==> config.mk <==
export PLATFORM = sky130hd
export DESIGN_NAME = pong_motion
export DESIGN_NICKNAME = d
export VERILOG_FILES = /design/src/rtl/pong_motion_pkg.sv /design/src/rtl/pong_motion_debouncer.sv /design/src/rtl/pong_motion.sv
export SDC_FILE = /design/constraint.sdc
export NUM_CORES = 1
export LEC_CHECK = 0
export BUFFER_PORTS_ARGS = -buffer_cell sky130_fd_sc_hd__buf_2
export CORE_UTILIZATION = 61
export CTS_CLUSTER_DIAMETER = 100
export DETAILED_ROUTE_END_ITERATION = 10
export PLACE_DENSITY = 0.9
export SYNTH_ARGS = -nofsm -noshare
export SYNTH_HDL_FRONTEND = slang
export SYNTH_SLANG_ARGS = --single-unit
==> constraint.sdc <==
create_clock -name clk -period 3.4 [get_ports clk]
set_input_delay 0.68 -clock clk [delete_from_list [all_inputs] [get_ports clk]]
set_output_delay 0.68 -clock clk [all_outputs]
set_load 0.02 [all_outputs]
==> src/rtl/pong_motion_pkg.sv <==
// Shared types and defaults for the pong game-state engine and its pixel stage.
package pong_motion_pkg;

  localparam int POS_W   = 9;
  localparam int SCORE_W = 4;

  // Display and object-size defaults
  localparam int DISPLAY_WIDTH_DEF  = 256;
  localparam int DISPLAY_HEIGHT_DEF = 240;
  localparam int BALL_SIZE_DEF      = 4;
  localparam int BALL_SPEED_DEF     = 2;
  localparam int PADDLE_X_DEF       = 8;
  localparam int PADDLE_WIDTH_DEF   = 4;
  localparam int PADDLE_HEIGHT_DEF  = 32;
  localparam int PADDLE_SPEED_DEF   = 2;
  localparam int SERVE_FRAMES_DEF   = 30;
  localparam int MISS_FRAMES_DEF    = 60;

  // State encodings are shared with the pixel stage, so they are fixed values
  typedef enum logic [1:0] {
    ST_SERVE = 2'd0,
    ST_PLAY  = 2'd1,
    ST_MISS  = 2'd2
  } state_e;

  // Direction bits: x is 1 when moving right, y is 1 when moving down
  localparam logic DIR_LEFT  = 1'b0;
  localparam logic DIR_RIGHT = 1'b1;
  localparam logic DIR_UP    = 1'b0;
  localparam logic DIR_DOWN  = 1'b1;

  function automatic int max2(input int a, input int b);
    return (a > b) ? a : b;
  endfunction

endpackage

==> src/rtl/pong_motion_debouncer.sv <==
// Button conditioner: 2-flop synchronizer followed by a stability counter.
// The output level follows the input only after it has disagreed with the
// current level for 2^BITS consecutive clocks.
module button_debouncer #(
  parameter int BITS = 16
) (
  input  logic clk,
  input  logic reset,
  input  logic btn_i,
  output logic level_o
);

  logic            sync1_q, sync2_q;
  logic            level_q, level_d;
  logic [BITS-1:0] cnt_q, cnt_d;

  // Synchronizer, counter and debounced level registers
  always_ff @(posedge clk or posedge reset) begin
    if (reset) begin
      sync1_q <= 1'b0;
      sync2_q <= 1'b0;
      level_q <= 1'b0;
      cnt_q   <= '0;
    end else begin
      sync1_q <= btn_i;
      sync2_q <= sync1_q;
      level_q <= level_d;
      cnt_q   <= cnt_d;
    end
  end

  // Count while the synced input disagrees; any agreement restarts the count
  always_comb begin
    level_d = level_q;
    cnt_d   = '0;
    if (sync2_q != level_q) begin
      if (&cnt_q) level_d = sync2_q;
      else        cnt_d   = cnt_q + BITS'(1);
    end
  end

  assign level_o = level_q;

endmodule

==> src/rtl/pong_motion.sv <==
// Per-frame game-state engine: ball, paddle, score and serve/miss sequencing.
// State advances once per vsync rising edge; all outputs are registered.
module pong_motion
  import pong_motion_pkg::*;
#(
  parameter int DISPLAY_WIDTH  = DISPLAY_WIDTH_DEF,
  parameter int DISPLAY_HEIGHT = DISPLAY_HEIGHT_DEF,
  parameter int BALL_SIZE      = BALL_SIZE_DEF,
  parameter int BALL_SPEED     = BALL_SPEED_DEF,
  parameter int PADDLE_X       = PADDLE_X_DEF,
  parameter int PADDLE_WIDTH   = PADDLE_WIDTH_DEF,
  parameter int PADDLE_HEIGHT  = PADDLE_HEIGHT_DEF,
  parameter int PADDLE_SPEED   = PADDLE_SPEED_DEF,
  parameter int SERVE_FRAMES   = SERVE_FRAMES_DEF,
  parameter int MISS_FRAMES    = MISS_FRAMES_DEF,
  parameter int DEBOUNCE_BITS  = 16
) (
  input  logic               clk,
  input  logic               reset,
  input  logic               vsync,
  input  logic               btn_up,
  input  logic               btn_down,
  output logic [POS_W-1:0]   ball_hpos,
  output logic [POS_W-1:0]   ball_vpos,
  output logic [POS_W-1:0]   paddle_vpos,
  output logic [SCORE_W-1:0] score,
  output logic               ball_active,
  output logic               miss
);

  localparam int CNT_W = $clog2(max2(SERVE_FRAMES, MISS_FRAMES));

  localparam logic [POS_W-1:0] SPD     = POS_W'(BALL_SPEED);
  localparam logic [POS_W-1:0] BS      = POS_W'(BALL_SIZE);
  localparam logic [POS_W-1:0] PH      = POS_W'(PADDLE_HEIGHT);
  localparam logic [POS_W-1:0] PSPD    = POS_W'(PADDLE_SPEED);
  localparam logic [POS_W-1:0] FACE    = POS_W'(PADDLE_X + PADDLE_WIDTH);
  localparam logic [POS_W-1:0] H_MAX   = POS_W'(DISPLAY_WIDTH - BALL_SIZE);
  localparam logic [POS_W-1:0] V_MAX   = POS_W'(DISPLAY_HEIGHT - BALL_SIZE);
  localparam logic [POS_W-1:0] P_MAX   = POS_W'(DISPLAY_HEIGHT - PADDLE_HEIGHT);
  localparam logic [POS_W-1:0] CX      = POS_W'(DISPLAY_WIDTH / 2);
  localparam logic [POS_W-1:0] CY      = POS_W'(DISPLAY_HEIGHT / 2);
  localparam logic [POS_W-1:0] P_RST   = POS_W'((DISPLAY_HEIGHT - PADDLE_HEIGHT) / 2);
  localparam logic [CNT_W-1:0] SERVE_LAST = CNT_W'(SERVE_FRAMES - 1);
  localparam logic [CNT_W-1:0] MISS_LAST  = CNT_W'(MISS_FRAMES - 1);

  logic up_db, dn_db;

  button_debouncer #(.BITS(DEBOUNCE_BITS)) u_db_up (
    .clk(clk), .reset(reset), .btn_i(btn_up), .level_o(up_db)
  );

  button_debouncer #(.BITS(DEBOUNCE_BITS)) u_db_dn (
    .clk(clk), .reset(reset), .btn_i(btn_down), .level_o(dn_db)
  );

  logic               vsync_q, tick_q, tick_d;
  state_e             state_q, state_d;
  logic [CNT_W-1:0]   cnt_q, cnt_d;
  logic [POS_W-1:0]   hpos_q, hpos_d, vpos_q, vpos_d, paddle_q, paddle_d;
  logic               dx_q, dx_d, dy_q, dy_d;
  logic [SCORE_W-1:0] score_q, score_d;
  logic               active_q, active_d;
  logic               miss_q, miss_d;
  logic               overlap;

  // Rising-edge detect on vsync; the tick is registered so updates land two
  // edges after vsync is first seen high
  assign tick_d = vsync & ~vsync_q;

  // Ball vertically overlaps the paddle (uses pre-update positions)
  assign overlap = (vpos_q + BS > paddle_q) && (vpos_q < paddle_q + PH);

  // State register
  always_ff @(posedge clk or posedge reset) begin
    if (reset) begin
      vsync_q  <= 1'b0;
      tick_q   <= 1'b0;
      state_q  <= ST_SERVE;
      cnt_q    <= '0;
      hpos_q   <= CX;
      vpos_q   <= CY;
      dx_q     <= DIR_LEFT;
      dy_q     <= DIR_DOWN;
      paddle_q <= P_RST;
      score_q  <= '0;
      active_q <= 1'b0;
      miss_q   <= 1'b0;
    end else begin
      vsync_q  <= vsync;
      tick_q   <= tick_d;
      state_q  <= state_d;
      cnt_q    <= cnt_d;
      hpos_q   <= hpos_d;
      vpos_q   <= vpos_d;
      dx_q     <= dx_d;
      dy_q     <= dy_d;
      paddle_q <= paddle_d;
      score_q  <= score_d;
      active_q <= active_d;
      miss_q   <= miss_d;
    end
  end

  // Per-frame next state: paddle always moves, ball follows the FSM.
  // Every subtraction is guarded by a compare so positions never wrap.
  always_comb begin
    state_d  = state_q;
    cnt_d    = cnt_q;
    hpos_d   = hpos_q;
    vpos_d   = vpos_q;
    dx_d     = dx_q;
    dy_d     = dy_q;
    paddle_d = paddle_q;
    score_d  = score_q;
    miss_d   = 1'b0;

    if (tick_q) begin
      if (up_db && !dn_db)
        paddle_d = (paddle_q < PSPD) ? '0 : paddle_q - PSPD;
      else if (dn_db && !up_db)
        paddle_d = (paddle_q >= P_MAX - PSPD) ? P_MAX : paddle_q + PSPD;

      case (state_q)
        ST_SERVE: begin
          hpos_d = CX;
          vpos_d = CY;
          if (cnt_q == SERVE_LAST) begin
            cnt_d   = '0;
            dx_d    = DIR_LEFT;
            dy_d    = DIR_DOWN;
            state_d = ST_PLAY;
          end else begin
            cnt_d = cnt_q + CNT_W'(1);
          end
        end

        ST_PLAY: begin
          if (dx_q == DIR_LEFT) begin
            if (hpos_q < SPD) begin
              miss_d  = 1'b1;
              score_d = '0;
              state_d = ST_MISS;
            end else if (hpos_q >= FACE && hpos_q - SPD < FACE && overlap) begin
              hpos_d  = FACE;
              dx_d    = DIR_RIGHT;
              score_d = (&score_q) ? score_q : score_q + SCORE_W'(1);
            end else begin
              hpos_d = hpos_q - SPD;
            end
          end else begin
            if (hpos_q >= H_MAX - SPD) begin
              hpos_d = H_MAX;
              dx_d   = DIR_LEFT;
            end else begin
              hpos_d = hpos_q + SPD;
            end
          end

          // The whole ball freezes on the miss frame
          if (!miss_d) begin
            if (dy_q == DIR_UP) begin
              if (vpos_q < SPD) begin
                vpos_d = '0;
                dy_d   = DIR_DOWN;
              end else begin
                vpos_d = vpos_q - SPD;
              end
            end else begin
              if (vpos_q >= V_MAX - SPD) begin
                vpos_d = V_MAX;
                dy_d   = DIR_UP;
              end else begin
                vpos_d = vpos_q + SPD;
              end
            end
          end
        end

        ST_MISS: begin
          if (cnt_q == MISS_LAST) begin
            cnt_d   = '0;
            hpos_d  = CX;
            vpos_d  = CY;
            state_d = ST_SERVE;
          end else begin
            cnt_d = cnt_q + CNT_W'(1);
          end
        end

        default: begin
          cnt_d   = '0;
          state_d = ST_SERVE;
        end
      endcase
    end
  end

  // ball_active registered from the next state so it tracks PLAY exactly
  assign active_d = (state_d == ST_PLAY);

  assign ball_hpos   = hpos_q;
  assign ball_vpos   = vpos_q;
  assign paddle_vpos = paddle_q;
  assign score       = score_q;
  assign ball_active = active_q;
  assign miss        = miss_q;

endmodule
==> results.cfg <==
[status]
status = completed

[logic_synthesis]
synthFlopType = dfrtp_1
synthArstFlopShare = 1.00
synth_area_leaders = dfrtp_1 (34%), ha_1 (8.6%), nor2_1 (4.8%), dfstp_2 (4.5%), xor2_1 (3.7%)
ys_seq_area_frac = 0.383
yosysTopAreaCell = dfrtp_1
synth.most_common_cell = dfrtp_1
synthCells = 605
synth_area_um2 = 5260
synth_edf_count = 0
synth_warnings = 0
ys_seq_elements = 80
ys_types = 64
synthDominantCellAreaShare = 0.338
yosys-top-cells-count = dfrtp_1 (71), nor2_1 (67), nand2_1 (46)
avgSynthCellArea_um2 = 8.69

[floorplan]
die_w_um = 94.9
ios = 38
core_area_um2 = 8300
start_util = 0.634
chipHeight_um = 94.9
die-area_um2 = 9000
rows = 33

[final_layout]
area_delta_synth_final_pct = 8.61
final_nets = 672
drive_above_1_share = 0.127
antenna_cells = 0
post-route-util = 0.688

[job]
maxCapViolations = 0

[clock_network]
clkSinkCount = 80
cts_buffers = 9
cts_tree = yes
post_cts.repair.setup_buffers = 0
cts_buffer_depth = 2
cts_root_buf = clkbuf_8
cts_resized = 0
cts_hold_buf = 0
clock_latency_ns = 0.36
ctsHtreeMaxLevel = 3
clk_pin_slew_ns = 0.09

[sta]
finalCriticalPeriod_ns = 3.16
slew_viol_final = 0
hold_ws_ns = 0.284
max-slew-margin-rel = 0.231
fin_crit_sh = 0.929
max_freq_ghz = 0.316
tightest_slew_ns = 1.14
tns_ns = 0
hold_violations = 0
setup_viol = 0
skew_ns = 0.0125
rsz0062_at_grt = false

[grt]
grtUsageTotal = 0.278
antenna_found_initial = 0
grt_pass1_wl_mm = 19.5
grt_max_degree = 33
grt_pass1_vias = 4256
gr-total-overflow = 0

[routing]
vias_per_cell = 6.23
wire_per_inst_um = 15.9
drc = 0
drt-pass1-iter-count = 5
wl_met1_mm = 5.04
num_vias = 4613
drt_iter0_markers = 348
wl_met2_mm = 5.84
route.top_layer_used = met4
route.met3.wl_um = 647
ant_nets = 0
drt-total-wl_mm = 11.8

[setup_path]
cp_num_buf_inv = 2
critPathArrivalTime_ns = 3.45
cp_max_fo = 8
critPathSlowestCell = dfstp_2
startpoint_type = flop
end_kind = flop
cp_cell_sequence = inv_1 > ha_1 > inv_1 > ha_1 > a21o_1 > a21o_1 > a2111oi_2 > nand4b_2 > or4_1 > a21oi_1
path_class = reg -> reg
required_ns = 3.69
critPathMaxStageDelay_ns = 0.62
crit_family = compound AO/OA/AOI/OAI gates

[place]
dpl.hpwl_mm = 8.30
gp_congestion = 0.959
io_buffers = 34

[min_path]
worstHoldPathType = in -> async

[power_and_ir_drop]
peakVddDrop_v = 0.000475
p_leak_nw = 2.54
p_per_area_nw_per_um2 = 613
[state kept, by name (all words and copies together) (netlist names), 2 cells and up]
| signal | flops |
|---|---|
| u_db_dn.cnt_q | 16 |
| paddle_vpos | 8 |
| score | 4 |
| cnt_q | 6 |
| state_q | 2 |
| u_db_up.cnt_q | 16 |
| ball_vpos | 8 |
| ball_hpos | 8 |
[path summary, 6_finish.rpt]
kind / end / cells after the start / slack [ns] / startpoint
hold reg to reg: u_db_dn.sync2_q / 0 / 0.36 / u_db_dn.sync1_q
setup reg to reg: score[2] / 10 / 0.24 / paddle_vpos[5]
max in group asynchronous: ball_vpos[4] / 3 / 2.33 / reset
min in group clk: u_db_dn.sync2_q / 0 / 0.36 / u_db_dn.sync1_q
hold / removal: cnt_q[4] / 2 / 0.28 / reset
setup / recovery: score[2] / 10 / 0.24 / paddle_vpos[5]
[placed cells by master (no fill, tap or decap), drive strengths merged, types with 3 or more instances in the layout]
master	netlist	routed
dfrtp	71	71
nor2	68	68
nand2	46	46
buf	5	42
o21ai	38	38
ha	36	36
inv	36	35
a21oi	34	34
nand3	33	33
xor2	22	22
xnor2	21	21
nor3	19	19
nand4	13	13
clkbuf	24	12
nor2b	10	10
a31oi	9	9
dfstp	9	9
and3	8	8
a21o	8	8
o22ai	7	7
a22o	7	7
or3	7	7
and4	6	6
mux2	5	5
o31ai	4	4
a221oi	4	4
nand2b	4	4
o21bai	4	4
nand3b	4	4
mux2i	4	4
clkinv	0	4
o22a	3	3
a22oi	3	3
o21a	3	3
conb	1	3
[metal layers]
layer / vias to the layer above / track usage
met3: 27 / 0.0588
met1: 2240 / 0.346
met2: 152 / 0.469
met5: - / 0
met4: 0 / 0.115
li1: 2194 / -
[cells by family (layout without fill, tap and decap cells)]
kind of cell | count (synthesis) | in the layout | synth area share
AND/OR/NAND/NOR | 229 | 229 | 0.216
multiplexers | 9 | 9 | 0.0183
buffers and inverters | 65 | 94 | 0.0504
flip-flops | 80 | 80 | 0.383
other | 1 | 3 | 0.000713
AO/OA/AOI/OAI | 142 | 142 | 0.174
adder cells (fa/ha/maj) | 36 | 36 | 0.0857
XOR/XNOR | 43 | 43 | 0.0716
[final cells by class]
type / instances / area, um^2
Inverter: 36 / 136
Clock buffer: 12 / 155
Clock inverter: 4 / 52.6
Multi-Input combinational cell: 462 / 2990
Sequential cell: 80 / 2010
Timing Repair Buffer: 42 / 230
Fill cell: 664 / 2590
Tap cell: 105 / 131
[per-stage QoR]
| stage | total power, mW | setup WS [ns] | area [um^2] | std cells |
|---|---|---|---|---|
| floorplan | 2.39 | 0.363 | 5270 | 607 |
| global placement | 2.66 | 0.233 | 5500 | 725 |
| detailed placement | 2.74 | 0.135 | 5500 | 725 |
| CTS | 3.48 | 0.118 | 5710 | 741 |
| global route | 3.74 | 0.0683 | 5710 | 741 |
| finish | 3.50 | 0.240 | 5710 | 741 |
[worst register-to-register path, delay by kind of cell, from the launching register on]
family          cells  cell delay [ns]
flops               1             0.62
simple gates        2             0.74
compound gates      4             0.96
fa+ha+maj           2             0.59
buf+inv             2             0.17
[report_power, final]
group / internal [mW] / switching, mW / total [mW]
clock: 0.381 / 0.358 / 0.740
sequential: 1.09 / 0.269 / 1.36
combinational: 0.570 / 0.836 / 1.41
No activity file was read; power rests on OpenSTA's default activity.
